===== src/rtl/mips_pkg.sv =====
// Shared types for the MIPS pipeline hazard/sequencing controller.
// Holds the opcode map, stage record layout, forward-select encoding,
// controller FSM states and the register-match helper.
package mips_pkg;

    localparam int unsigned OP_W  = 6;
    localparam int unsigned REG_W = 5;

    typedef enum logic [OP_W-1:0] {
        OP_ADD  = 6'h00,
        OP_ADDI = 6'h01,
        OP_SUB  = 6'h02,
        OP_SUBI = 6'h03,
        OP_AND  = 6'h04,
        OP_ANDI = 6'h05,
        OP_OR   = 6'h06,
        OP_ORI  = 6'h07,
        OP_XOR  = 6'h08,
        OP_XORI = 6'h09,
        OP_SLT  = 6'h0A,
        OP_SLTI = 6'h0B,
        OP_LDW  = 6'h0C,
        OP_STW  = 6'h0D,
        OP_BZ   = 6'h0E,
        OP_BEQ  = 6'h0F,
        OP_JR   = 6'h10,
        OP_HALT = 6'h11
    } opcode_e;

    typedef struct packed {
        logic             valid;
        logic             wr_en;
        logic             is_load;
        logic             is_halt;
        logic [REG_W-1:0] dst;
    } stage_rec_t;

    typedef enum logic [1:0] {
        FWD_RF    = 2'd0,
        FWD_EXMEM = 2'd1,
        FWD_MEMWB = 2'd2
    } fwd_sel_e;

    typedef enum logic [1:0] {
        ST_RUN    = 2'd0,
        ST_DRAIN  = 2'd1,
        ST_HALTED = 2'd2
    } ctrl_state_e;

    // True when a stage record will write the given source register ($0 never matches).
    function automatic logic rec_hit(input stage_rec_t rec, input logic [REG_W-1:0] src);
        return rec.valid && rec.wr_en && (rec.dst == src) && (src != '0);
    endfunction

endpackage


===== src/rtl/mips_pipe_ctrl_if.sv =====
// Datapath <-> pipeline controller bundle.
// master: datapath (drives ID fields and redirect, consumes enables/selects/status)
// slave : controller (mips_pipe_ctrl)
interface mips_pipe_ctrl_if
    import mips_pkg::*;
#(
    parameter int unsigned CNT_W = 32
);
    logic             id_valid;
    logic [OP_W-1:0]  id_opcode;
    logic [REG_W-1:0] id_rs;
    logic [REG_W-1:0] id_rt;
    logic [REG_W-1:0] id_rd;
    logic             ex_redirect;
    logic             stall_if;
    logic             stall_id;
    logic             flush_id;
    logic             bubble_ex;
    logic [1:0]       ex_fwd_rs_sel;
    logic [1:0]       ex_fwd_rt_sel;
    logic             halted;
    logic             illegal_op;
    logic [CNT_W-1:0] retired_cnt;
    logic [CNT_W-1:0] stall_cnt;
    logic [CNT_W-1:0] flush_cnt;

    modport master (
        output id_valid, id_opcode, id_rs, id_rt, id_rd, ex_redirect,
        input  stall_if, stall_id, flush_id, bubble_ex, ex_fwd_rs_sel, ex_fwd_rt_sel,
        input  halted, illegal_op, retired_cnt, stall_cnt, flush_cnt
    );

    modport slave (
        input  id_valid, id_opcode, id_rs, id_rt, id_rd, ex_redirect,
        output stall_if, stall_id, flush_id, bubble_ex, ex_fwd_rs_sel, ex_fwd_rt_sel,
        output halted, illegal_op, retired_cnt, stall_cnt, flush_cnt
    );
endinterface


===== src/rtl/mips_src_decode.sv =====
// Combinational ID-stage decode: which registers an instruction reads and writes.
// In : opcode_i, rt_i, rd_i
// Out: uses_rs_o, uses_rt_o, wr_en_o, dst_o, is_load_o, is_halt_o, illegal_o
module mips_src_decode
    import mips_pkg::*;
(
    input  logic [OP_W-1:0]  opcode_i,
    input  logic [REG_W-1:0] rt_i,
    input  logic [REG_W-1:0] rd_i,
    output logic             uses_rs_o,
    output logic             uses_rt_o,
    output logic             wr_en_o,
    output logic [REG_W-1:0] dst_o,
    output logic             is_load_o,
    output logic             is_halt_o,
    output logic             illegal_o
);

    logic wr;

    // ALU ops: even opcodes are R-type (rs,rt -> rd), odd are I-type (rs -> rt).
    always_comb begin
        uses_rs_o = 1'b0;
        uses_rt_o = 1'b0;
        wr        = 1'b0;
        dst_o     = '0;
        is_load_o = 1'b0;
        is_halt_o = 1'b0;
        illegal_o = 1'b0;
        if (opcode_i <= OP_W'(OP_SLTI)) begin
            wr        = 1'b1;
            uses_rs_o = 1'b1;
            if (!opcode_i[0]) begin
                uses_rt_o = 1'b1;
                dst_o     = rd_i;
            end else begin
                dst_o = rt_i;
            end
        end else begin
            unique case (opcode_i)
                OP_W'(OP_LDW): begin
                    wr        = 1'b1;
                    uses_rs_o = 1'b1;
                    is_load_o = 1'b1;
                    dst_o     = rt_i;
                end
                OP_W'(OP_STW),
                OP_W'(OP_BEQ): begin
                    uses_rs_o = 1'b1;
                    uses_rt_o = 1'b1;
                end
                OP_W'(OP_BZ),
                OP_W'(OP_JR): uses_rs_o = 1'b1;
                OP_W'(OP_HALT): is_halt_o = 1'b1;
                default: illegal_o = 1'b1;
            endcase
        end
    end

    // A write to $0 is discarded, so it can never be a hazard source.
    assign wr_en_o = wr && (dst_o != '0);

endmodule


===== src/rtl/mips_pipe_ctrl.sv =====
// Hazard/sequencing controller for a 5-stage MIPS pipeline.
// Tracks EX/MEM/WB stage records, decides stalls, bubbles, branch flushes,
// registered EX forward selects, and the HALT drain sequence.
// Ports: clk, rst_n (sync, active-low), bus (mips_pipe_ctrl_if.slave).
module mips_pipe_ctrl
    import mips_pkg::*;
#(
    parameter bit          FWD_EN = 1'b1,
    parameter int unsigned CNT_W  = 32
) (
    input logic             clk,
    input logic             rst_n,
    mips_pipe_ctrl_if.slave bus
);

    logic             dec_uses_rs, dec_uses_rt, dec_wr_en;
    logic             dec_is_load, dec_is_halt, dec_illegal;
    logic [REG_W-1:0] dec_dst;

    mips_src_decode u_dec (
        .opcode_i  (bus.id_opcode),
        .rt_i      (bus.id_rt),
        .rd_i      (bus.id_rd),
        .uses_rs_o (dec_uses_rs),
        .uses_rt_o (dec_uses_rt),
        .wr_en_o   (dec_wr_en),
        .dst_o     (dec_dst),
        .is_load_o (dec_is_load),
        .is_halt_o (dec_is_halt),
        .illegal_o (dec_illegal)
    );

    stage_rec_t       ex_q, mem_q, wb_q, ex_d, id_rec;
    ctrl_state_e      state_q, state_d;
    fwd_sel_e         rs_sel_q, rt_sel_q, rs_sel, rt_sel;
    logic             illegal_q;
    logic [CNT_W-1:0] retired_q, stall_q, flush_q;

    logic rs_ex, rs_mem, rt_ex, rt_mem, hazard;
    logic hold, flush, bubble, stall_ev, flush_ev, load_id;

    assign id_rec = '{valid: 1'b1, wr_en: dec_wr_en, is_load: dec_is_load,
                      is_halt: dec_is_halt, dst: dec_dst};

    // RAW detection and forward choice; the EX match is the youngest producer.
    always_comb begin
        rs_ex  = dec_uses_rs && rec_hit(ex_q,  bus.id_rs);
        rs_mem = dec_uses_rs && rec_hit(mem_q, bus.id_rs);
        rt_ex  = dec_uses_rt && rec_hit(ex_q,  bus.id_rt);
        rt_mem = dec_uses_rt && rec_hit(mem_q, bus.id_rt);
        hazard = 1'b0;
        rs_sel = FWD_RF;
        rt_sel = FWD_RF;
        if (FWD_EN) begin
            hazard = ex_q.is_load && (rs_ex || rt_ex);
            if (rs_ex)       rs_sel = FWD_EXMEM;
            else if (rs_mem) rs_sel = FWD_MEMWB;
            if (rt_ex)       rt_sel = FWD_EXMEM;
            else if (rt_mem) rt_sel = FWD_MEMWB;
        end else begin
            hazard = rs_ex || rs_mem || rt_ex || rt_mem;
        end
        hazard = hazard && bus.id_valid;
    end

    // Controller FSM: redirect beats stall beats HALT entry.
    always_comb begin
        state_d  = state_q;
        hold     = 1'b0;
        flush    = 1'b0;
        bubble   = 1'b0;
        stall_ev = 1'b0;
        flush_ev = 1'b0;
        load_id  = 1'b0;
        unique case (state_q)
            ST_RUN: begin
                if (bus.ex_redirect) begin
                    flush    = 1'b1;
                    bubble   = 1'b1;
                    flush_ev = 1'b1;
                end else if (hazard) begin
                    hold     = 1'b1;
                    bubble   = 1'b1;
                    stall_ev = 1'b1;
                end else if (bus.id_valid) begin
                    load_id = 1'b1;
                    if (dec_is_halt) state_d = ST_DRAIN;
                end
            end
            ST_DRAIN: begin
                hold   = 1'b1;
                bubble = 1'b1;
                if (wb_q.valid && wb_q.is_halt) state_d = ST_HALTED;
            end
            ST_HALTED: begin
                hold   = 1'b1;
                bubble = 1'b1;
            end
            default: state_d = ST_RUN;
        endcase
    end

    assign ex_d = load_id ? id_rec : '0;

    // Stage records, registered selects, sticky flag and saturating counters.
    always_ff @(posedge clk) begin
        if (!rst_n) begin
            state_q   <= ST_RUN;
            ex_q      <= '0;
            mem_q     <= '0;
            wb_q      <= '0;
            rs_sel_q  <= FWD_RF;
            rt_sel_q  <= FWD_RF;
            illegal_q <= 1'b0;
            retired_q <= '0;
            stall_q   <= '0;
            flush_q   <= '0;
        end else begin
            state_q  <= state_d;
            ex_q     <= ex_d;
            mem_q    <= ex_q;
            wb_q     <= mem_q;
            rs_sel_q <= load_id ? rs_sel : FWD_RF;
            rt_sel_q <= load_id ? rt_sel : FWD_RF;
            if (bus.id_valid && dec_illegal) illegal_q <= 1'b1;
            if (state_q != ST_HALTED) begin
                if (wb_q.valid && !wb_q.is_halt && retired_q != '1)
                    retired_q <= retired_q + CNT_W'(1);
                if (stall_ev && stall_q != '1) stall_q <= stall_q + CNT_W'(1);
                if (flush_ev && flush_q != '1) flush_q <= flush_q + CNT_W'(1);
            end
        end
    end

    assign bus.stall_if      = hold;
    assign bus.stall_id      = hold;
    assign bus.flush_id      = flush;
    assign bus.bubble_ex     = bubble;
    assign bus.ex_fwd_rs_sel = rs_sel_q;
    assign bus.ex_fwd_rt_sel = rt_sel_q;
    assign bus.halted        = (state_q == ST_HALTED);
    assign bus.illegal_op    = illegal_q;
    assign bus.retired_cnt   = retired_q;
    assign bus.stall_cnt     = stall_q;
    assign bus.flush_cnt     = flush_q;

endmodule

===== src/flat_wrapper.sv =====
// flat-port wrapper written by rule: the top's interface ports become plain ports
module mips_pipe_ctrl_flat import mips_pkg::*;
#(
    parameter bit          FWD_EN = 1'b1,
    parameter int unsigned CNT_W  = 32
)
  (clk, rst_n, bus_id_valid, bus_id_opcode, bus_id_rs, bus_id_rt, bus_id_rd, bus_ex_redirect, bus_stall_if, bus_stall_id, bus_flush_id, bus_bubble_ex, bus_ex_fwd_rs_sel, bus_ex_fwd_rt_sel, bus_halted, bus_illegal_op, bus_retired_cnt, bus_stall_cnt, bus_flush_cnt);
  mips_pipe_ctrl_if #(.CNT_W(CNT_W)) bus_i ();
  input logic clk;
  input logic rst_n;
  input wire logic [$bits(bus_i.id_valid)-1:0] bus_id_valid;
  input wire logic [$bits(bus_i.id_opcode)-1:0] bus_id_opcode;
  input wire logic [$bits(bus_i.id_rs)-1:0] bus_id_rs;
  input wire logic [$bits(bus_i.id_rt)-1:0] bus_id_rt;
  input wire logic [$bits(bus_i.id_rd)-1:0] bus_id_rd;
  input wire logic [$bits(bus_i.ex_redirect)-1:0] bus_ex_redirect;
  output wire logic [$bits(bus_i.stall_if)-1:0] bus_stall_if;
  output wire logic [$bits(bus_i.stall_id)-1:0] bus_stall_id;
  output wire logic [$bits(bus_i.flush_id)-1:0] bus_flush_id;
  output wire logic [$bits(bus_i.bubble_ex)-1:0] bus_bubble_ex;
  output wire logic [$bits(bus_i.ex_fwd_rs_sel)-1:0] bus_ex_fwd_rs_sel;
  output wire logic [$bits(bus_i.ex_fwd_rt_sel)-1:0] bus_ex_fwd_rt_sel;
  output wire logic [$bits(bus_i.halted)-1:0] bus_halted;
  output wire logic [$bits(bus_i.illegal_op)-1:0] bus_illegal_op;
  output wire logic [$bits(bus_i.retired_cnt)-1:0] bus_retired_cnt;
  output wire logic [$bits(bus_i.stall_cnt)-1:0] bus_stall_cnt;
  output wire logic [$bits(bus_i.flush_cnt)-1:0] bus_flush_cnt;
  assign bus_i.id_valid = bus_id_valid;
  assign bus_i.id_opcode = bus_id_opcode;
  assign bus_i.id_rs = bus_id_rs;
  assign bus_i.id_rt = bus_id_rt;
  assign bus_i.id_rd = bus_id_rd;
  assign bus_i.ex_redirect = bus_ex_redirect;
  assign bus_stall_if = bus_i.stall_if;
  assign bus_stall_id = bus_i.stall_id;
  assign bus_flush_id = bus_i.flush_id;
  assign bus_bubble_ex = bus_i.bubble_ex;
  assign bus_ex_fwd_rs_sel = bus_i.ex_fwd_rs_sel;
  assign bus_ex_fwd_rt_sel = bus_i.ex_fwd_rt_sel;
  assign bus_halted = bus_i.halted;
  assign bus_illegal_op = bus_i.illegal_op;
  assign bus_retired_cnt = bus_i.retired_cnt;
  assign bus_stall_cnt = bus_i.stall_cnt;
  assign bus_flush_cnt = bus_i.flush_cnt;
  mips_pipe_ctrl #(.FWD_EN(FWD_EN), .CNT_W(CNT_W)) u_core (.clk(clk), .rst_n(rst_n), .bus(bus_i));
endmodule

===== config.mk =====
export PLATFORM = sky130hd
export DESIGN_NAME = mips_pipe_ctrl_flat
export DESIGN_NICKNAME = d
export VERILOG_FILES = /design/src/rtl/mips_pkg.sv /design/src/rtl/mips_pipe_ctrl_if.sv /design/src/rtl/mips_src_decode.sv /design/src/rtl/mips_pipe_ctrl.sv /design/src/flat_wrapper.sv
export SDC_FILE = /design/constraint.sdc
export NUM_CORES = 1
export LEC_CHECK = 0
export ABC_CLOCK_PERIOD_IN_PS = 5100
export BUFFER_PORTS_ARGS = -buffer_cell sky130_fd_sc_hd__buf_2
export CORE_MARGIN = 2
export CORE_UTILIZATION = 55
export DETAILED_ROUTE_END_ITERATION = 8
export PLACE_DENSITY_LB_ADDON = 0.1
export SYNTH_ARGS = -nofsm -noshare
export SYNTH_HDL_FRONTEND = slang
export SYNTH_HIERARCHICAL = 1
export SYNTH_SLANG_ARGS = --single-unit

===== constraint.sdc =====
create_clock -name clk -period 5.1 [get_ports clk]
set_input_delay 0.51 -clock clk [delete_from_list [all_inputs] [get_ports clk]]
set_output_delay 0.51 -clock clk [all_outputs]
set_load 0.03 [all_outputs]

* Word-level counts from Yosys, hierarchy flattened
Cells that the tools add are included.
Operators by class: add/sub/neg operators 3, magnitude comparators 1, eq/ne operators 21, mux-type cells 38, bitwise operators 3, reductions and logical operators 41
Operators with widths (count):
- adder 32 x 1 -> 32 bit, second input constant | 3
- inequality test 32 bit, second input constant | 3
- == test 6 x 4 -> 1 bit, second input constant | 4
- two-way mux 1 bit | 24
- logical AND 1 bit | 23
- == test 5 bit | 4
- two-way mux 5 bit | 3
- nonzero test 5 bit | 3
- two-way mux 2 bit | 7
- == test 6 x 5 -> 1 bit, second input constant | 2
- two-way mux 9 bit | 1
- OR reduction 3 bit | 3
- inequality test 2 bit, second input constant | 4
- AND reduction 2 bit | 4
- <= comparator 6 x 4 -> 1 bit, second input constant | 1
- case mux 2 bit (3 select lines) | 1
- AND reduction 6 bit | 1
- OR reduction 6 bit | 1
- OR reduction 5 bit | 1
- inequality test 2 x 1 -> 1 bit, second input constant | 2
- case mux 1 bit (2 select lines) | 2
- OR reduction 2 bit | 2
- inverter 1 bit | 3
- == test 2 x 1 -> 1 bit, second input constant | 1
- other kinds (4) | 4
Word-level totals: bits in registers 122, bits of input ports 25, output and inout port bits 106, word-level logic and storage cells 127

* Logic depth before layout (Yosys ltp)
Gate-level depths: netlist of the first run.
word-level depth 13, mapped depth 10, mapped depth without buffers 8

* By module
Netlist of the first run, hierarchy kept.
Modules (own cells, without submodules):
- mips_pipe_ctrl | instances 1, cells each 693, area each 5958.2 um2, seq. area each 2442.3 um2
- mips_src_decode | instances 1, cells each 31, area each 220.2 um2, seq. area each 0.0 um2

* Worst setup path after synthesis of the first run
OpenSTA, ideal clock, no wires.
path type in2out, start point in bus_id_opcode[3], end point out bus_bubble_ex, arrival 2.657 ns, data required time 4.590 ns, setup slack 1.933 ns, stages on the path 7, buffers on the path 0, path through or4_1 -> a21oi_1 -> nand4_1 -> nor4_4 -> or2_2 -> a311oi_1 -> nor3_1
Between the ends: longest elaborated chain between the ends 11, elaborated cells on any way between the ends 20, those cells by class 1 x order compare; 5 x eq/ne; 7 x mux; 7 x reduce/logical
Ends and longest elaborated chain:
- from (decl) | RTL line flat_wrapper.sv:12 | input wire logic [$bits(bus_i.id_opcode)-1:0] bus_id_opcode;
- == test 6 x 4 -> 1 bit or == test 6 x 5 -> 1 bit (tied branches) | RTL line mips_src_decode.sv:40 | unique case (opcode_i)
- OR reduction 5 bit (no source line)
- two-way mux 1 bit | RTL line mips_src_decode.sv:40
- two-way mux 1 bit * | RTL line mips_src_decode.sv:30 | if (opcode_i <= OP_W'(OP_SLTI)) begin
- net u_core.dec_uses_rs | RTL line mips_pipe_ctrl.sv:16 | logic dec_uses_rs, dec_uses_rt, dec_wr_en;
- logical AND 1 bit * | RTL line mips_pipe_ctrl.sv:47 | rs_ex = dec_uses_rs && rec_hit(ex_q, bus.id_rs);
- logical OR 1 bit * | RTL line mips_pipe_ctrl.sv:55 | hazard = ex_q.is_load && (rs_ex || rt_ex);
- logical AND 1 bit * | RTL line mips_pipe_ctrl.sv:55
- logical AND 1 bit * | RTL line mips_pipe_ctrl.sv:63 | hazard = hazard && bus.id_valid;
- two-way mux 1 bit * | RTL line mips_pipe_ctrl.sv:81 | end else if (hazard) begin
- two-way mux 1 bit * | RTL line mips_pipe_ctrl.sv:77 | if (bus.ex_redirect) begin
- case mux 1 bit (2 select lines) * | RTL line mips_pipe_ctrl.sv:75 | unique case (state_q)
- to (decl) | RTL line flat_wrapper.sv:20 | output wire logic [$bits(bus_i.bubble_ex)-1:0] bus_bubble_ex;
The timed path passes the listed nets; every way through them passes the cells marked *.

* Worst setup path after layout of the first run
Same ends and word-level chain as after synthesis.

==> results of run 1 <==
[worst max-delay path, cell delays in order]
cell and delay (ps):
buf_2 120, or4_1 510, a21oi_1 280, nand4_1 190, nor4_4 330, or2_2 230, a311oi_1 100, nor3_1 280
buf_2 260
[placed cells by master (no fill, tap or decap), types with 4 or more instances in the layout]
master     synthesis  final
dfxtp_1          122    122
nand2b_1           8      8
xnor2_1           30     30
a22oi_1            4      4
and3_1            18     18
clkbuf_1          21      5
or3_1             22     22
and2_1            31     31
a21oi_1           32     32
nand4_1           38     38
nand3_1           49     49
nor3_1            15     15
clkbuf_8           0      6
mux2i_1            7      7
clkbuf_16          0     16
mux2_2             5      5
buf_2              2    130
or4_1             10     10
o211ai_1           5      5
o21ai_0           25     25
a31oi_1            4      4
nor4_1             9      9
xor2_1            47     47
nor2_1            81     81
nand2_1           53     53
o31ai_1            5      5
inv_1             12     11
ha_1               9      9
and4_1            10     10
[synth_stat cells (3+ instances only)]
library cell | n | area share [%]
or4_1 | 10 | 1.2
a31oi_1 | 4 | 0.40
inv_1 | 12 | 0.73
nand4_1 | 38 | 3.8
or2_2 | 3 | 0.30
nor4_1 | 9 | 0.91
nand3b_1 | 3 | 0.36
buf_4 | 5 | 0.61
ha_1 | 9 | 1.8
o21ai_0 | 25 | 2.0
nor3_1 | 15 | 1.2
nand3_1 | 49 | 4.0
xor2_1 | 47 | 6.7
and4_1 | 10 | 1.4
nor2_1 | 81 | 4.9
nand2b_1 | 8 | 0.81
xnor2_1 | 30 | 4.3
clkbuf_1 | 21 | 1.3
o211ai_1 | 5 | 0.61
o31ai_1 | 5 | 0.61
and2_1 | 31 | 3.1
o41ai_1 | 3 | 0.43
mux2_2 | 5 | 0.91
nand2_1 | 53 | 3.2
nor3b_1 | 3 | 0.36
and3_1 | 18 | 1.8
mux2i_1 | 7 | 1.1
dfxtp_1 | 122 | 40
nor4_4 | 3 | 1.0
or3_1 | 22 | 2.2
a22oi_1 | 4 | 0.49
a21oi_1 | 32 | 2.6
a211oi_1 | 3 | 0.36
[routing by layer]
layer  part of all wire [%]  routed length, um
met1                     45               6690
met2                     49               7160
met3                    5.1                756
met4                   0.92                136
met5                      0                  0
[state kept, by name (all words and copies together) (netlist names)]
register and cells:
u_core/bus.retired_cnt 32, u_core/bus.flush_cnt 32, u_core/bus.stall_cnt 32, u_core/mem_q 8, u_core/bus.ex_fwd_rt_sel 2, u_core/bus.illegal_op 1, u_core/state_q 2, u_core/ex_q 9
u_core/bus.ex_fwd_rs_sel 2, u_core/wb_q 2
[cell type report]
class	count	share of cell area [%]
Timing Repair Buffer	131	8.89
Tap cell	140	2.37
Sequential cell	122	33.0
Multi-Input combinational cell	560	47.9
Clock inverter	2	0.473
Inverter	12	0.609
Clock buffer	27	6.78
[worst paths after layout]
kind | to | start | depth (start not counted)
setup / recovery | bus_bubble_ex | bus_id_opcode[3] | 9
hold / removal | u_core/bus.illegal_op | bus_id_valid | 3
setup reg to reg | u_core/bus.retired_cnt[17] | u_core/state_q[0] | 8
hold reg to reg | u_core/wb_q[5] | u_core/mem_q[5] | 1
[power by group through the flow]
stage	Sequential, mW	Clock [mW]	Combinational [mW]
detailed placement	0.997	0	0.175
CTS	0.977	1.11	0.176
floorplan	1.00	0	0.116
global route	0.978	1.15	0.192
finish	0.977	1.09	0.176
global placement	0.996	0	0.170
[through the flow]
step	util [%]	area (um^2)	setup WS [ps]	power (mW)	std cells
2_1_floorplan	-	6180	1930	1.12	724
3_3_place_gp	63.0	6860	1870	1.17	965
3_5_place_dp	63.0	6860	1840	1.17	965
4_1_cts	68.0	7400	1820	2.26	994
5_1_grt	68.0	7400	1650	2.32	994
6_report	68.0	7400	1780	2.25	994
[logic make-up after synthesis]
group	Yosys count	synth area share, %
XOR/XNOR	77	10.9
AO/OA/AOI/OAI	93	9.50
multiplexers	12	2.05
buffers and inverters	42	3.14
AND/OR/NAND/NOR	369	33.0
flip-flops	122	39.5
adder cells (fa/ha/maj)	9	1.82
==> flow_summary_export.csv, run 1 <==
group,metric,value,unit
pwr,p_sw,521,uW
timing,max_freq,0.301,GHz
layout,nFillCells,911,
synth,syn_area,0.00618,mm^2
synth,synth_top_flop_cell,"dfxtp_1",
global_route,globalRoute.totalOverflow,0,
critical_path,critPathLaunchType,"input port",
synth,ys_async_sr_fraction,0,%
clock_tree,clk-insertion-delay-late,520,ps
synth,synth.avg_cell_area,8.53,um^2
drt,dr.pass1.iters,5,
synth,synth.ff_latch_count,122,
synth,synth.net_count,758,
floorplanning,fp.dieW,110,um
floorplanning,effective_utilization_at_floorplan,56.7,%
global_route,antenna_found_initial,0,
layout,synthToLayoutAreaGrowth,19.8,%
critical_path,critical_path_peak_fanout,6,
critical_path,end_kind,"primary output",
timing,finalSetupTns,0,ps
global_route,groute.layer.met2.usage,40.5,%
critical_path,timing.setup.critical_path_class,"input port to primary output",
critical_path,worst-endpoint-arrival,2810,ps
global_route,grt_start_max_net_pins,46,
drt,drt-initial-drc-count,359,
global_route,busiest_layer,"met2",
synth,netlist_instances,724,
floorplanning,floorplan.die.height,110,um
placement,gp_routability_congestion,0.784,
drt,wl_per_instance,14.8,um
clock_tree,clk_pin_slew_worst_paths,50,ps
clock_tree,tritoncts.num_buffers,17,
layout,antenna_cells_inserted,0,
pwr,vdd_drop_max,226,uV
timing,slew_headroom,35.1,%
synth,synth_warnings,6,
timing,timing.final.max_slew_violations,0,
hold_path,min-delay-path-class,"input port to flip-flop",
clock_tree,post_cts.repair.setup_buffers,0,
clock_tree,clkSinkCount,122,
drt,final_ant_viol_nets,0,
layout,sequential_cell_area,0.00244,mm^2
pwr,clockPowerShare,48.7,%
timing,finalSetupViolCount,0,
floorplanning,core_region_area,0.0109,mm^2
placement,dp.final_hpwl,10200,um
drt,finalWirelength,14700,um
flow_run,max-cap-violations,0,
clock_tree,ctsHoldBuffers,0,
placement,io_buffers,130,
critical_path,worstPathRequired,4590,ps
timing,final_setup_skew,6.39,ps
pwr,power_frac_seq,43.5,%
pwr,cellInternalPower,1.73,mW
floorplanning,std_cell_rows,38,
drt,route.detailed.vias_per_inst,5.79,
drt,detail_route.drc_violations,0,
synth,distinct_cell_type_count_of_the_synthesized_netlist,55,
clock_tree,clockBufferDepth,2,
timing,post-route-period-util,65.1,%
timing,hold_slack,337,ps
floorplanning,die_area,0.0121,mm^2
global_route,grt_pass1_vias,5060,
timing,hold_viol_final,0,
clock_tree,post_cts_resize_count,0,
timing,rsz0062_at_grt,"false",
critical_path,r2r_slack,2250,ps
pwr,sw_frac_of_total,23.2,%
drt,detailroute.via_count,5751,
outcome,status,"finished, final reports clean",
timing,layout_min_cycle_time,3320,ps
synth,yosysSeqAreaShare,39.5,%
pwr,power.combinational.fraction,7.8,%
pwr,power.static_leakage,2.95,nW
layout,final_layout_size_suffix_gt1_share,21.0,%
global_route,grt_util_met1,31.1,%
floorplanning,num_io_pins,131,
global_route,grt.met3_usage,5.06,%
layout,area_occupied_by_multi_input_gates,0.00354,mm^2
global_route,grt_util_all_layers,24.3,%
global_route,wire_length_of_the_first_global_routing_pass,23400,um
synth,count_of_flip_flops_with_a_built_in_enable_after_synthesis,0,
clock_tree,clock_tree.htree_level_count,4,
pwr,power_density,304,mW/mm^2
clock_tree,tritoncts_clock_tree,"yes",
clock_tree,cts-root-buf,"clkbuf_8",
timing,worst-slew-pin-transition,971,ps
layout,nNetsFinal,878,
(Power assumes the default switching activity.)
==> inputs of run 2 (changes only) <==
--- a/config.mk
+++ b/config.mk
@@ -5,10 +5,10 @@
 export SDC_FILE = /design/constraint.sdc
 export NUM_CORES = 1
 export LEC_CHECK = 0
-export ABC_CLOCK_PERIOD_IN_PS = 5100
+export ABC_CLOCK_PERIOD_IN_PS = 2950
 export BUFFER_PORTS_ARGS = -buffer_cell sky130_fd_sc_hd__buf_2
 export CORE_MARGIN = 2
-export CORE_UTILIZATION = 55
+export CORE_UTILIZATION = 50
 export DETAILED_ROUTE_END_ITERATION = 8
 export PLACE_DENSITY_LB_ADDON = 0.1
 export SYNTH_ARGS = -nofsm -noshare
==> constraint.sdc (replaced) <==
create_clock -name clk -period 2.95 [get_ports clk]
set_input_delay 0.295 -clock clk [delete_from_list [all_inputs] [get_ports clk]]
set_output_delay 0.295 -clock clk [all_outputs]
set_load 0.03 [all_outputs]
==> flow_summary_export.csv, run 2 (same netlist as run 1, synthesis figures left out) <==
group,metric,value,unit
outcome,status,"finished, final reports clean",
critical_path,worstPathRequired,2650,ps
layout,synthToLayoutAreaGrowth,21.9,%
layout,mostFrequentLayoutCell,"buf_2",
critical_path,end_kind,"primary output",
pwr,p_sw,939,uW
layout,layout_common_cells,"130 x buf_2, 122 x dfxtp_1, 81 x nor2_1",
floorplanning,core_region_area,0.0121,mm^2
floorplanning,die_area,0.0133,mm^2
placement,io_buffers,130,
drt,route.detailed.vias_per_inst,5.56,
pwr,power_density,524,mW/mm^2
critical_path,critical_path_peak_fanout,4,
global_route,grt_util_all_layers,23.6,%
global_route,grt_pass1_vias,5426,
critical_path,critPathLaunchType,"input port",
layout,sequential_cell_area,0.00244,mm^2
drt,finalWirelength,15200,um
hold_path,min-delay-path-class,"input port to flip-flop",
timing,rsz0062_at_grt,"false",
clock_tree,clk_pin_slew_worst_paths,50,ps
layout,final_layout_size_suffix_gt1_share,22.3,%
global_route,wire_length_of_the_first_global_routing_pass,25300,um
drt,final_ant_viol_nets,0,
pwr,power.combinational.fraction,7.8,%
clock_tree,clockBufferDepth,2,
drt,wl_per_instance,14.7,um
critical_path,timing.setup.critical_path_class,"input port to primary output",
timing,timing.final.max_slew_violations,0,
global_route,antenna_found_initial,0,
clock_tree,cts-root-buf,"clkbuf_16",
drt,detail_route.drc_violations,0,
critical_path,path_buf_inv,2,
critical_path,cp_slowest_cell,"or4_1",
critical_path,critical_path_cell_sequence,"buf_2 > or4_1 > a21oi_1 > nand4_1 > nor4_4 > or2_2 > a311oi_1 > nor3_1 > buf_2",
global_route,grt_start_max_net_pins,77,
layout,nFillCells,1107,
timing,worst-slew-pin-transition,730,ps
critical_path,cell_family_with_the_largest_share_of_critical_path_delay,"simple AND/OR/NAND/NOR gates",
floorplanning,fp.dieW,115,um
timing,final_setup_skew,6.00,ps
critical_path,worst-endpoint-arrival,2480,ps
flow_run,max-cap-violations,0,
clock_tree,clock_tree.htree_level_count,4,
critical_path,critPathMaxStageDelay,510,ps
clock_tree,clk-insertion-delay-late,420,ps
floorplanning,std_cell_rows,40,
floorplanning,floorplan.die.height,115,um
layout,area_occupied_by_multi_input_gates,0.00354,mm^2
timing,finalSetupViolCount,0,
timing,post-route-period-util,94.2,%
timing,finalSetupTns,0,ps
drt,dr.pass1.iters,5,
timing,layout_min_cycle_time,2780,ps
critical_path,crit_path_frequent_cell,"buf_2",
pwr,sw_frac_of_total,23.8,%
pwr,power.static_leakage,3.02,nW
placement,gp_routability_congestion,0.864,
clock_tree,clkSinkCount,122,
pwr,clockPowerShare,49.3,%
drt,drt-initial-drc-count,347,
timing,hold_viol_final,0,
pwr,power_frac_seq,42.8,%
layout,nNetsFinal,886,
timing,slew_headroom,51.3,%
clock_tree,tritoncts.num_buffers,17,
floorplanning,num_io_pins,131,
placement,dp.final_hpwl,10600,um
floorplanning,effective_utilization_at_floorplan,51.2,%
pwr,vdd_drop_max,303,uV
global_route,globalRoute.totalOverflow,0,
critical_path,r2r_slack,300,ps
pwr,post-layout-total-power,3.95,mW
layout,antenna_cells_inserted,0,
pwr,cellInternalPower,3.01,mW
timing,max_freq,0.360,GHz
drt,detailroute.via_count,5746,
clock_tree,tritoncts_clock_tree,"yes",
run 2: changes by cell type in the layout (fill, tap and decap cells not counted), sizes merged:
cell / change
buf: +8
clkinv: +7
clkbuf: -4
run 2: metrics by stage:
| step | hold slack (ps) | util (%) | setup slack, ps | instance area (um^2) | cells |
|---|---|---|---|---|---|
| after floorplan | 412 | - | 213 | 6180 | 724 |
| after global placement | 413 | 57.7 | 176 | 6960 | 1000 |
| after detailed placement | 428 | 57.7 | 71.8 | 6960 | 1000 |
| after CTS | 173 | 62.4 | 140 | 7520 | 1032 |
| after global routing | 251 | 62.4 | 10.1 | 7530 | 1033 |
| final | 190 | 62.4 | 171 | 7530 | 1033 |
run 2: cell type report:
type	count	area share (%)
clock inverters	9	0.931
repair buffers	139	9.71
clock buffers	23	6.48
flip-flops and latches	122	32.4
inverters	12	0.598
multi-input cells	560	47.1
well taps	168	2.79
run 2: layer usage:
metal / vias to the layer above / GRT usage, % / routed length, um
met5: - / 0 / 0
met4: 0 / 9.56 / 253
met3: 21 / 4.96 / 772
met2: 176 / 38.8 / 7170
met1: 2692 / 30.4 / 6990
li1: 2857 / - / -
run 2: repair_timing:
| action | 4_1_cts | 5_1_grt |
|---|---|---|
| hold buffers | 0 | 0 |
| resized for setup | 0 | 0 |
| setup endpoints to repair | 0 | 1 |
| setup buffers | 0 | 1 |
run 2: worst paths after layout:
path,from,endpoint,cells past startpoint
worst max register to register,u_core/state_q[0],u_core/bus.retired_cnt[20],8
worst min register to register,u_core/ex_q[5],u_core/mem_q[5],1
worst max-delay path,bus_id_opcode[3],bus_bubble_ex,9
worst min-delay path,bus_id_valid,u_core/bus.illegal_op,3
run 2: tightest hold or removal path, delay by kind of cell:
kind,cells,cell delay (ps)
AO/OA/AOI/OAI,1,70
buffers and inverters,1,130
AND/OR/NAND/NOR,1,70
run 2: power groups by stage:
stage / logic (mW) / registers [mW] / clock network (mW)
2_1_floorplan: 0.201 / 1.74 / 0
3_3_place_gp: 0.298 / 1.72 / 0
3_5_place_dp: 0.304 / 1.72 / 0
4_1_cts: 0.308 / 1.69 / 1.98
5_1_grt: 0.341 / 1.69 / 2.05
6_report: 0.309 / 1.69 / 1.95
